File: src/rtl/pipelined_carry_chain_adder.sv
// Pipelined CARRY4-style prop/gen carry chain with input skew, output deskew and a valid/ready handshake.
// Define CARRY_CHAIN_COUT_EN to add a registered carry-out port (cout) aligned with sum.
module pipelined_carry_chain_adder #(
   parameter int W        = 38,
   parameter int SEG_BITS = 16
) (
   input  logic         clk,
   input  logic         rst_n,
   input  logic         in_valid,
   output logic         in_ready,
   input  logic [W-1:0] prop,
   input  logic [W-1:0] gen,
   input  logic         cin,
   output logic         out_valid,
   input  logic         out_ready,
   output logic [W-1:0] sum
`ifdef CARRY_CHAIN_COUT_EN
   ,
   output logic         cout
`endif
);
   localparam int NSEG = (W + SEG_BITS - 1) / SEG_BITS;

   logic            en_s;
   logic            vlast_in_s;
   logic [NSEG-1:0] v_r;
   logic            carry_s [NSEG];

   assign en_s       = !v_r[NSEG-1] || out_ready;
   assign in_ready   = en_s;
   assign out_valid  = v_r[NSEG-1];
   assign carry_s[0] = cin;

   // valid shift register: one slot per pipeline stage, bubbles travel as empty slots
   always_ff @(posedge clk or negedge rst_n) begin
      if (!rst_n) begin
         v_r <= '0;
      end else if (en_s) begin
         v_r[0] <= in_valid;
         for (int i = 1; i < NSEG; i++) begin
            v_r[i] <= v_r[i-1];
         end
      end
   end

   // valid bit that lands in the output slot on the next enabled edge
   if (NSEG == 1) begin : g_vl_single
      assign vlast_in_s = in_valid;
   end else begin : g_vl_multi
      assign vlast_in_s = v_r[NSEG-2];
   end

   for (genvar k = 0; k < NSEG; k++) begin : g_seg
      localparam int LO = k * SEG_BITS;
      localparam int SW = ((W - LO) < SEG_BITS) ? (W - LO) : SEG_BITS;
      localparam int DD = NSEG - k;

      logic [SW-1:0] p_s;
      logic [SW-1:0] g_s;
      logic [SW-1:0] s_s;
      logic [SW-1:0] res_r [DD];

      function automatic logic [SW-1:0] chain_sum(input logic [SW-1:0] p, input logic [SW-1:0] g,
                                                   input logic c0);
         logic c;
         c         = c0;
         chain_sum = '0;
         for (int i = 0; i < SW; i++) begin
            chain_sum[i] = p[i] ^ c;
            c            = p[i] ? c : g[i];
         end
      endfunction

      function automatic logic chain_cout(input logic [SW-1:0] p, input logic [SW-1:0] g,
                                          input logic c0);
         logic c;
         c = c0;
         for (int i = 0; i < SW; i++) begin
            c = p[i] ? c : g[i];
         end
         return c;
      endfunction

      if (k == 0) begin : g_noskew
         assign p_s = prop[LO +: SW];
         assign g_s = gen[LO +: SW];
      end else begin : g_skew
         logic [SW-1:0] pk_r [k];
         logic [SW-1:0] gk_r [k];

         // input skew: segment k operands wait k cycles for their incoming carry
         always_ff @(posedge clk or negedge rst_n) begin
            if (!rst_n) begin
               for (int d = 0; d < k; d++) begin
                  pk_r[d] <= '0;
                  gk_r[d] <= '0;
               end
            end else if (en_s) begin
               pk_r[0] <= prop[LO +: SW];
               gk_r[0] <= gen[LO +: SW];
               for (int d = 1; d < k; d++) begin
                  pk_r[d] <= pk_r[d-1];
                  gk_r[d] <= gk_r[d-1];
               end
            end
         end

         assign p_s = pk_r[k-1];
         assign g_s = gk_r[k-1];
      end

      assign s_s = chain_sum(p_s, g_s, carry_s[k]);

      // stage register followed by deskew; the output-facing register is zeroed for empty slots
      always_ff @(posedge clk or negedge rst_n) begin
         if (!rst_n) begin
            for (int d = 0; d < DD; d++) begin
               res_r[d] <= '0;
            end
         end else if (en_s) begin
            res_r[0] <= s_s;
            for (int d = 1; d < DD; d++) begin
               res_r[d] <= res_r[d-1];
            end
            if (!vlast_in_s) begin
               res_r[DD-1] <= '0;
            end
         end
      end

      assign sum[LO +: SW] = res_r[DD-1];

      if (k < NSEG - 1) begin : g_carry
         logic co_r;

         // segment carry-out handed to the next stage
         always_ff @(posedge clk or negedge rst_n) begin
            if (!rst_n) begin
               co_r <= 1'b0;
            end else if (en_s) begin
               co_r <= chain_cout(p_s, g_s, carry_s[k]);
            end
         end

         assign carry_s[k+1] = co_r;
      end
`ifdef CARRY_CHAIN_COUT_EN
      else begin : g_top_cout
         // top carry-out shares the output slot timing of the last segment
         always_ff @(posedge clk or negedge rst_n) begin
            if (!rst_n) begin
               cout <= 1'b0;
            end else if (en_s) begin
               cout <= vlast_in_s ? chain_cout(p_s, g_s, carry_s[k]) : 1'b0;
            end
         end
      end
`endif
   end

endmodule

File: config.mk
export PLATFORM = sky130hd
export DESIGN_NAME = pipelined_carry_chain_adder
export DESIGN_NICKNAME = d
export VERILOG_FILES = /design/src/rtl/pipelined_carry_chain_adder.sv
export SDC_FILE = /design/constraint.sdc
export NUM_CORES = 1
export LEC_CHECK = 0
export ABC_AREA = 1
export CAP_MARGIN = 30
export CORE_ASPECT_RATIO = 0.6
export CORE_MARGIN = 3
export CORE_UTILIZATION = 30
export CTS_CLUSTER_DIAMETER = 150
export DETAILED_ROUTE_END_ITERATION = 7
export SLEW_MARGIN = 30
export SYNTH_ARGS = -nofsm -noshare
export SYNTH_HDL_FRONTEND = slang
export SYNTH_SLANG_ARGS = --single-unit
File: constraint.sdc
create_clock -name clk -period 2.8 [get_ports clk]
set_clock_uncertainty 0.15 [all_clocks]
set_input_delay 0.42 -clock clk [delete_from_list [all_inputs] [get_ports clk]]
set_output_delay 0.42 -clock clk [all_outputs]
set_load 0.01 [all_outputs]
==> results of run 1 <==
repair_timing:
action                                  4_1_cts  5_1_grt
hold buffers                                  1        0
resized for setup                             0        2
endpoints found under the setup margin        0        2
endpoints found under the hold margin        46        0
logic make-up after synthesis:
family	synth area share [%]
AO/OA/AOI/OAI	12.26
flip-flops	56.06
XOR/XNOR	1.218
buffers and inverters	10.05
AND/OR/NAND/NOR	20.41
path summary, 6_finish.rpt:
kind,from,cells after the start,slack [ps],end
worst max-delay path,g_seg[1].g_skew.pk_r[0]$_DFFE_PN0P_,19,300,g_seg[1].g_carry.co_r$_DFFE_PN0P_
worst min-delay path,g_seg[2].g_skew.pk_r[10]$_DFFE_PN0P_,2,330,g_seg[2].g_skew.pk_r[10]$_DFFE_PN0P_
worst max register to register,g_seg[1].g_skew.pk_r[0]$_DFFE_PN0P_,19,300,g_seg[1].g_carry.co_r$_DFFE_PN0P_
worst min register to register,g_seg[2].g_skew.pk_r[10]$_DFFE_PN0P_,2,330,g_seg[2].g_skew.pk_r[10]$_DFFE_PN0P_
max in group asynchronous,rst_n,3,1380,g_seg[0].res_r[43]$_DFFE_PN0P_
min in group asynchronous,rst_n,2,350,g_seg[0].res_r[36]$_DFFE_PN0P_
stage by stage:
step | TNS, ps | area (um2) | setup slack [ps]
5_1_grt | 0 | 8409 | 24.89
3_5_place_dp | -82.61 | 7801 | -63.40
6_report | 0 | 8409 | 300.2
2_1_floorplan | 0 | 6472 | 591.7
3_3_place_gp | -13.82 | 7801 | -13.82
4_1_cts | 0 | 8399 | 225.8
placed cells by master, fill, tap and decap left out, types with 3 or more instances in the layout:
cell             synthesis  layout
a22o_1                  11      11
nor2_1                  24      23
dfrtp_1                145     145
buf_4                   32      14
inv_1                   71      70
nand3_1                 13      11
nand2_1                223     223
clkinvlp_4               0       5
clkinv_2                 0       4
nand3_2                 25      27
buf_12                   0       3
or2_2                    6       6
xor2_1                   7       7
a21oi_1                 24      24
nand2_2                  4       4
a31oi_1                  8       8
clkbuf_16                0      17
o21ai_0                 88      88
clkdlybuf4s50_1          0     118
o22a_1                   6       6
flip-flops by register name, indices dropped and copies added, names as in the netlist:
register	cells
g_seg.g_skew.pk_r	22
v_r	3
g_seg.g_skew.gk_r	5
g_seg.g_s	21
g_seg.res_r	54
sum	32
g_seg.g_carry.co_r	2
g_seg.p_s	6
cell type report:
class	count	area [um2]
tap	273	341.6
clock buffer	19	452.9
sequential	145	3628
multi-input combinational	447	2211
timing repair buffer	137	1368
clock inverter	13	135.1
inverter	72	272.8
fill	2042	12160
worst reg2reg max path, stage by stage, from the launching register on:
cell and delay [ps]:
dfrtp_1 380, inv_1 80, nand2_2 70, nand3_2 100
nand3_2 100, nand3_2 100, nand3_2 100, nand3_2 80
nand3_1 120, nand3_2 110, nand3_2 100, nand3_2 100
nand3_2 100, nand3_2 100, nand3_2 90, nand3_2 110
nand3_2 100, nand3_1 90, nand2_1 110, o21ai_0 90
layer usage:
| layer | track usage [%] | share of wire [%] | vias to the layer above |
|---|---|---|---|
| met4 | 3.605 | 1.0 | 2 |
| met2 | 18.00 | 40 | 86 |
| met1 | 21.01 | 54 | 2241 |
| met3 | 4.321 | 5.2 | 15 |
| li1 | - | - | 2477 |
| met5 | 0 | 0.086 | - |
power by group through the flow:
stage / Sequential, W / Combinational (W) / Clock (W)
floorplan: 0.00312 / 0.00163 / 0
global placement: 0.00321 / 0.00236 / 0
detailed placement: 0.00322 / 0.00240 / 0
CTS: 0.00319 / 0.00241 / 0.00233
global route: 0.00328 / 0.00270 / 0.00243
finish: 0.00318 / 0.00237 / 0.00226
==> metrics, run 1 <==
Cell Area, Synth=0.006472 mm2; final non-filler cell total=1106; family of cells with the greatest summed delay on the critical path=simple AND/OR/NAND/NOR gates; critical path's largest stage delay=380 ps; synthesis warning total=0; Horiz. Die Dim=195.6 um; Sw Share=33.10%; design internal power=0.005228 W; number of I/O port buffers=119; number of DRC markers after the initial detailed-route iteration=253; Max-slew headroom=64.24%; transition time at the pin with the least slew margin=536.5 ps; number of vias per cell=4.359; routed wire length per instance=13.71 um; CTS clk-pin slew, worst paths=60 ps; net switching power figure=0.002586 W; final weighted congestion in routability-driven placement=0.7470; final max-slew violation count=0; final-report setup violation count=0; required time worst endpoint=2930 ps; Async SR Flop Fraction=100.0%; Overall Global Routing Usage=13.61%; number of buffers inserted during clock tree synthesis=17; unrepaired setup endpoints after global routing=no; Post-DRT Antenna Nets=0; part of the cycle the worst path needs=89.28%; maximum vdd ir drop=0.0006234 V; Avg Cell Area, Syn=8.915 um2; instance count of the mapped netlist=726; Worst Path Class, Setup=flop to flop; ranking of synthesized cells by area=dfrtp_1 (56%), nand2_1 (13%), o21ai_0 (6.8%); upper clock frequency limit=400.0 MHz; post-DP HPWL=10.40 mm; total leakage power=4.036 nW; Post-Route WL=15.17 mm; PD cells=929.2 mW/mm2; most frequent CP cell=nand3_2; total nets after synthesis=807; Placed Instances=1073; fraction of the yosys area taken by sequential cells=56.06%; count of cell types in the netlist=26; Area Growth Syn to Fin=29.92%; number of register bits inferred by synthesis=145; Top Ports=121; Hold Slack=327.3 ps; class of the tightest hold or removal check=flop to flop; most frequent cell after synthesis=nand2_1; Flop pwr share=40.8%; antenna diode count=0; buffers from clock root to sink, at most=2; DRC Markers=0; detailed-router iteration count before antenna repair=4; number of enable-type register cells in the synthesized netlist=0; cell-by-cell listing of the critical path=inv_1, nand2_2, nand3_2, nand3_2, nand3_2, nand3_2, nand3_2, nand3_1, nand3_2, nand3_2, nand3_2, nand3_2, nand3_2, nand3_2, nand3_2, nand3_2, nand3_1, nand2_1, o21ai_0; Core ar.=0.02057 mm2; largest driver fanout on the critical path=3; wire length of the first global-routing pass=25.24 mm; CTS Root Cell=clkbuf_16; overall overflow remaining after global route=0; final hold violations=0; vertical die dimension=119.8 um; largest net degree at the start of global routing=116; minimum clock period after layout=2500 ps; status=completed; total power=0.007814 W; Die Outline Area=0.02343 mm2; area fraction of the dominant cell type after synthesis=56.06%; startpoint types=flop; ys flop type=dfrtp_1; crit end category=flop; data arrival time of the critical path=2630 ps; CTS tree=built; # rows=40; count of maximum capacitance violations=0; H-tree Lvls=4; post-CTS setup buffer count=0; slowest cell on the critical path=dfrtp_1; Worst-Skew Late Latency=420 ps; initial antenna violation count=1; final core utilization=40.88%; part of the total power dissipated in the clock network=28.9%; count of clock tree sinks=145; vias post-DR=4821; cell types with the highest counts after synthesis=nand2_1 (223), dfrtp_1 (145), o21ai_0 (88); cell type with the largest total area after synthesis=dfrtp_1; via count of the first global-routing pass=4788; relative contribution of combinational cells to total power=30.3%; number of nets in the layout=901; proportion of layout cells with a drive suffix above 1=11.04%; total buffers and inverters traversed by the critical path=1; starting density of the core=31.47%
(Power assumes the default switching activity.)
==> run 2: changes to the inputs <==
--- a/config.mk
+++ b/config.mk
@@ -7,11 +7,12 @@
 export LEC_CHECK = 0
 export ABC_AREA = 1
 export CAP_MARGIN = 30
-export CORE_ASPECT_RATIO = 0.6
+export CORE_ASPECT_RATIO = 1.1
 export CORE_MARGIN = 3
 export CORE_UTILIZATION = 30
 export CTS_CLUSTER_DIAMETER = 150
 export DETAILED_ROUTE_END_ITERATION = 7
+export PLACE_DENSITY = 0.6
 export SLEW_MARGIN = 30
 export SYNTH_ARGS = -nofsm -noshare
 export SYNTH_HDL_FRONTEND = slang
==> metrics, run 2 (synthesis gave the netlist of run 1 again) <==
antenna diode count=0 (unchanged); class of the tightest hold or removal check=flop to flop; via count of the first global-routing pass=4774 (-0.29%); Core ar.=0.02085 mm2 (+1.4%); starting density of the core=31.04% (-0.42 points); count of clock tree sinks=145 (unchanged); largest reg by FF count=g_seg.res_r; critical path's largest stage delay=400 ps (+20 ps); number of DRC markers after the initial detailed-route iteration=159 (-37%); detailed-router iteration count before antenna repair=4 (unchanged); unrepaired setup endpoints after global routing=no; top sig layer=met4; post-DP HPWL=9.825 mm (-5.6%); Overall Global Routing Usage=12.80% (-0.80 points); Die Outline Area=0.02338 mm2 (-0.23%); routed metal-1 wire length=7.008 mm (-14%); CTS clk-pin slew, worst paths=60 ps (about the same); final sum of negative setup slack=0 ps (unchanged); CTS tree=built; data arrival time of the critical path=2610 ps (-20 ps); Max-slew headroom=59.98% (-4.3 points); final-report setup violation count=0 (unchanged); vias post-DR=4827 (+0.12%); proportion of layout cells with a drive suffix above 1=9.880% (-1.2 points); H-tree Lvls=4 (unchanged); vertical die dimension=160.1 um (+34%); PD cells=917.7 mW/mm2 (-1.2%); largest net degree at the start of global routing=92 (-21%); startpoint types=flop; overall overflow remaining after global route=0 (unchanged); number of filler cells placed in the layout=2109 (+3.3%); Met2 Wirelength=6.757 mm (+12%); transition time at the pin with the least slew margin=600.2 ps (+63.78 ps); setup slack at placement=24.50 ps (+87.90 ps); routed wire length per instance=13.08 um (-4.6%); Worst-Skew Late Latency=410 ps (about the same); largest driver fanout on the critical path=3 (unchanged); Hold Slack=313.3 ps (-14.06 ps); sequential cell area in the final layout=0.003628 mm2 (unchanged); Post-Route WL=14.59 mm (-3.8%); DRC Markers=0 (unchanged); slowest cell on the critical path=dfrtp_1; Top Ports=121 (unchanged); area of placed instances=0.007821 mm2 (+0.26%); maximum vdd ir drop=0.0005744 V (-7.9%); upper clock frequency limit=403.8 MHz (+0.95%); number of flip-flops under the largest register name=54 (unchanged); required time worst endpoint=2930 ps (about the same); final hold violations=0 (unchanged); most frequent cells in the layout=nand2_1 (223), dfrtp_1 (145), clkdlybuf4s50_1 (118); Horiz. Die Dim=146.1 um (-25%); count of maximum capacitance violations=0 (unchanged); number of buffers inserted during clock tree synthesis=17 (unchanged); initial antenna violation count=0 (-1); # rows=55 (+38%); Area Growth Syn to Fin=29.56%; most common cell after layout, fill and taps aside=nand2_1; routed wl met3=645 um (-19%); status=completed; number of vias per cell=4.329 (-0.68%); number of nets in the layout=900 (-0.11%); minimum clock period after layout=2476 ps (-23.49 ps); part of the cycle the worst path needs=88.44% (-0.84 points); total area of multi-input combinational cells=0.002201 mm2 (-0.45%); CTS Root Cell=clkbuf_16; most frequent CP cell=nand3_2; final max-slew violation count=0 (unchanged); final std cell area, no fill=0.008386 mm2 (-0.28%); post-route setup slack=323.7 ps (+23.49 ps); total leakage power=4.024 nW (-0.30%); cell-by-cell listing of the critical path=nand2_1, nand3_2, nand3_1, nand3_2, nand3_2, nand3_2, nand3_1, nand3_2, nand3_2, nand3_2, nand3_1, nand3_2, nand3_2, nand3_2, nand3_2, nand3_1, nand2_1, o21ai_0; number of I/O port buffers=119 (unchanged); final weighted congestion in routability-driven placement=0.7455 (-0.20%); Worst Path Class, Setup=flop to flop; wire length of the first global-routing pass=24.20 mm (-4.1%); crit end category=flop; buffers from clock root to sink, at most=2 (unchanged); Post-DRT Antenna Nets=0 (unchanged)
## run 2: stage by stage
step | util, % | total power, W | instances
floorplan | - | 0.004753 | 726
global placement | 37.51 | 0.005556 | 1084
detailed placement | 37.51 | 0.005612 | 1084
CTS | 40.22 | 0.007834 | 1115
global route | 40.22 | 0.008266 | 1115
finish | 40.22 | 0.007696 | 1115
## run 2: timing repair
| action | 4_1_cts | 5_1_grt |
|---|---|---|
| buffers inserted | 0 | 0 |
| hold endpoints to repair | 59 | 0 |
| setup endpoints to repair | 0 | 0 |
| gates resized for setup | 0 | 0 |
| hold buffers | 1 | 0 |
## run 2: per-layer routing
metal  track usage [%]  vias up
met1             17.02     2247
met4             4.192        0
met5                 0        -
li1                  -     2468
met2             20.46      101
met3             3.348       11
## run 2: final timing paths
| path | startpoint | endpoint | slack, ps | depth (start not counted) |
|---|---|---|---|---|
| max | g_seg[1].g_skew.pk_r[0]$_DFFE_PN0P_ | g_seg[1].g_carry.co_r$_DFFE_PN0P_ | 320 | 18 |
| min | g_seg[2].g_skew.gk_r[8]$_DFFE_PN0P_ | g_seg[2].g_s[2]$_DFFE_PN0P_ | 310 | 2 |
| max reg2reg | g_seg[1].g_skew.pk_r[0]$_DFFE_PN0P_ | g_seg[1].g_carry.co_r$_DFFE_PN0P_ | 320 | 18 |
| min reg2reg | g_seg[2].g_skew.gk_r[8]$_DFFE_PN0P_ | g_seg[2].g_s[2]$_DFFE_PN0P_ | 310 | 2 |
| max in group asynchronous | rst_n | g_seg[0].res_r[20]$_DFFE_PN0P_ | 1370 | 3 |
| min in group asynchronous | rst_n | g_seg[0].res_r[42]$_DFFE_PN0P_ | 430 | 2 |
## run 2: critical path, delay by kind of cell (launching register included)
family | cells | cell delay, ps
flip-flops | 1 | 400
AND/OR/NAND/NOR | 17 | 1710
AO/OA/AOI/OAI | 1 | 90
## run 2: final cells by class
cell class | instances | area share, %
sequential | 145 | 43.27
multi-input combinational | 447 | 26.25
timing repair buffer | 136 | 16.37
clock buffer | 24 | 5.625
tap | 285 | 4.252
inverter | 72 | 3.253
clock inverter | 6 | 0.9848
## run 2: power by group
group	leakage [nW]	switching, W	internal, W
registers	1.78	0.000355	0.00282
clock network	0.270	0.000825	0.00135
logic	1.98	0.00130	0.00105
total	4.02	0.00248	0.00522
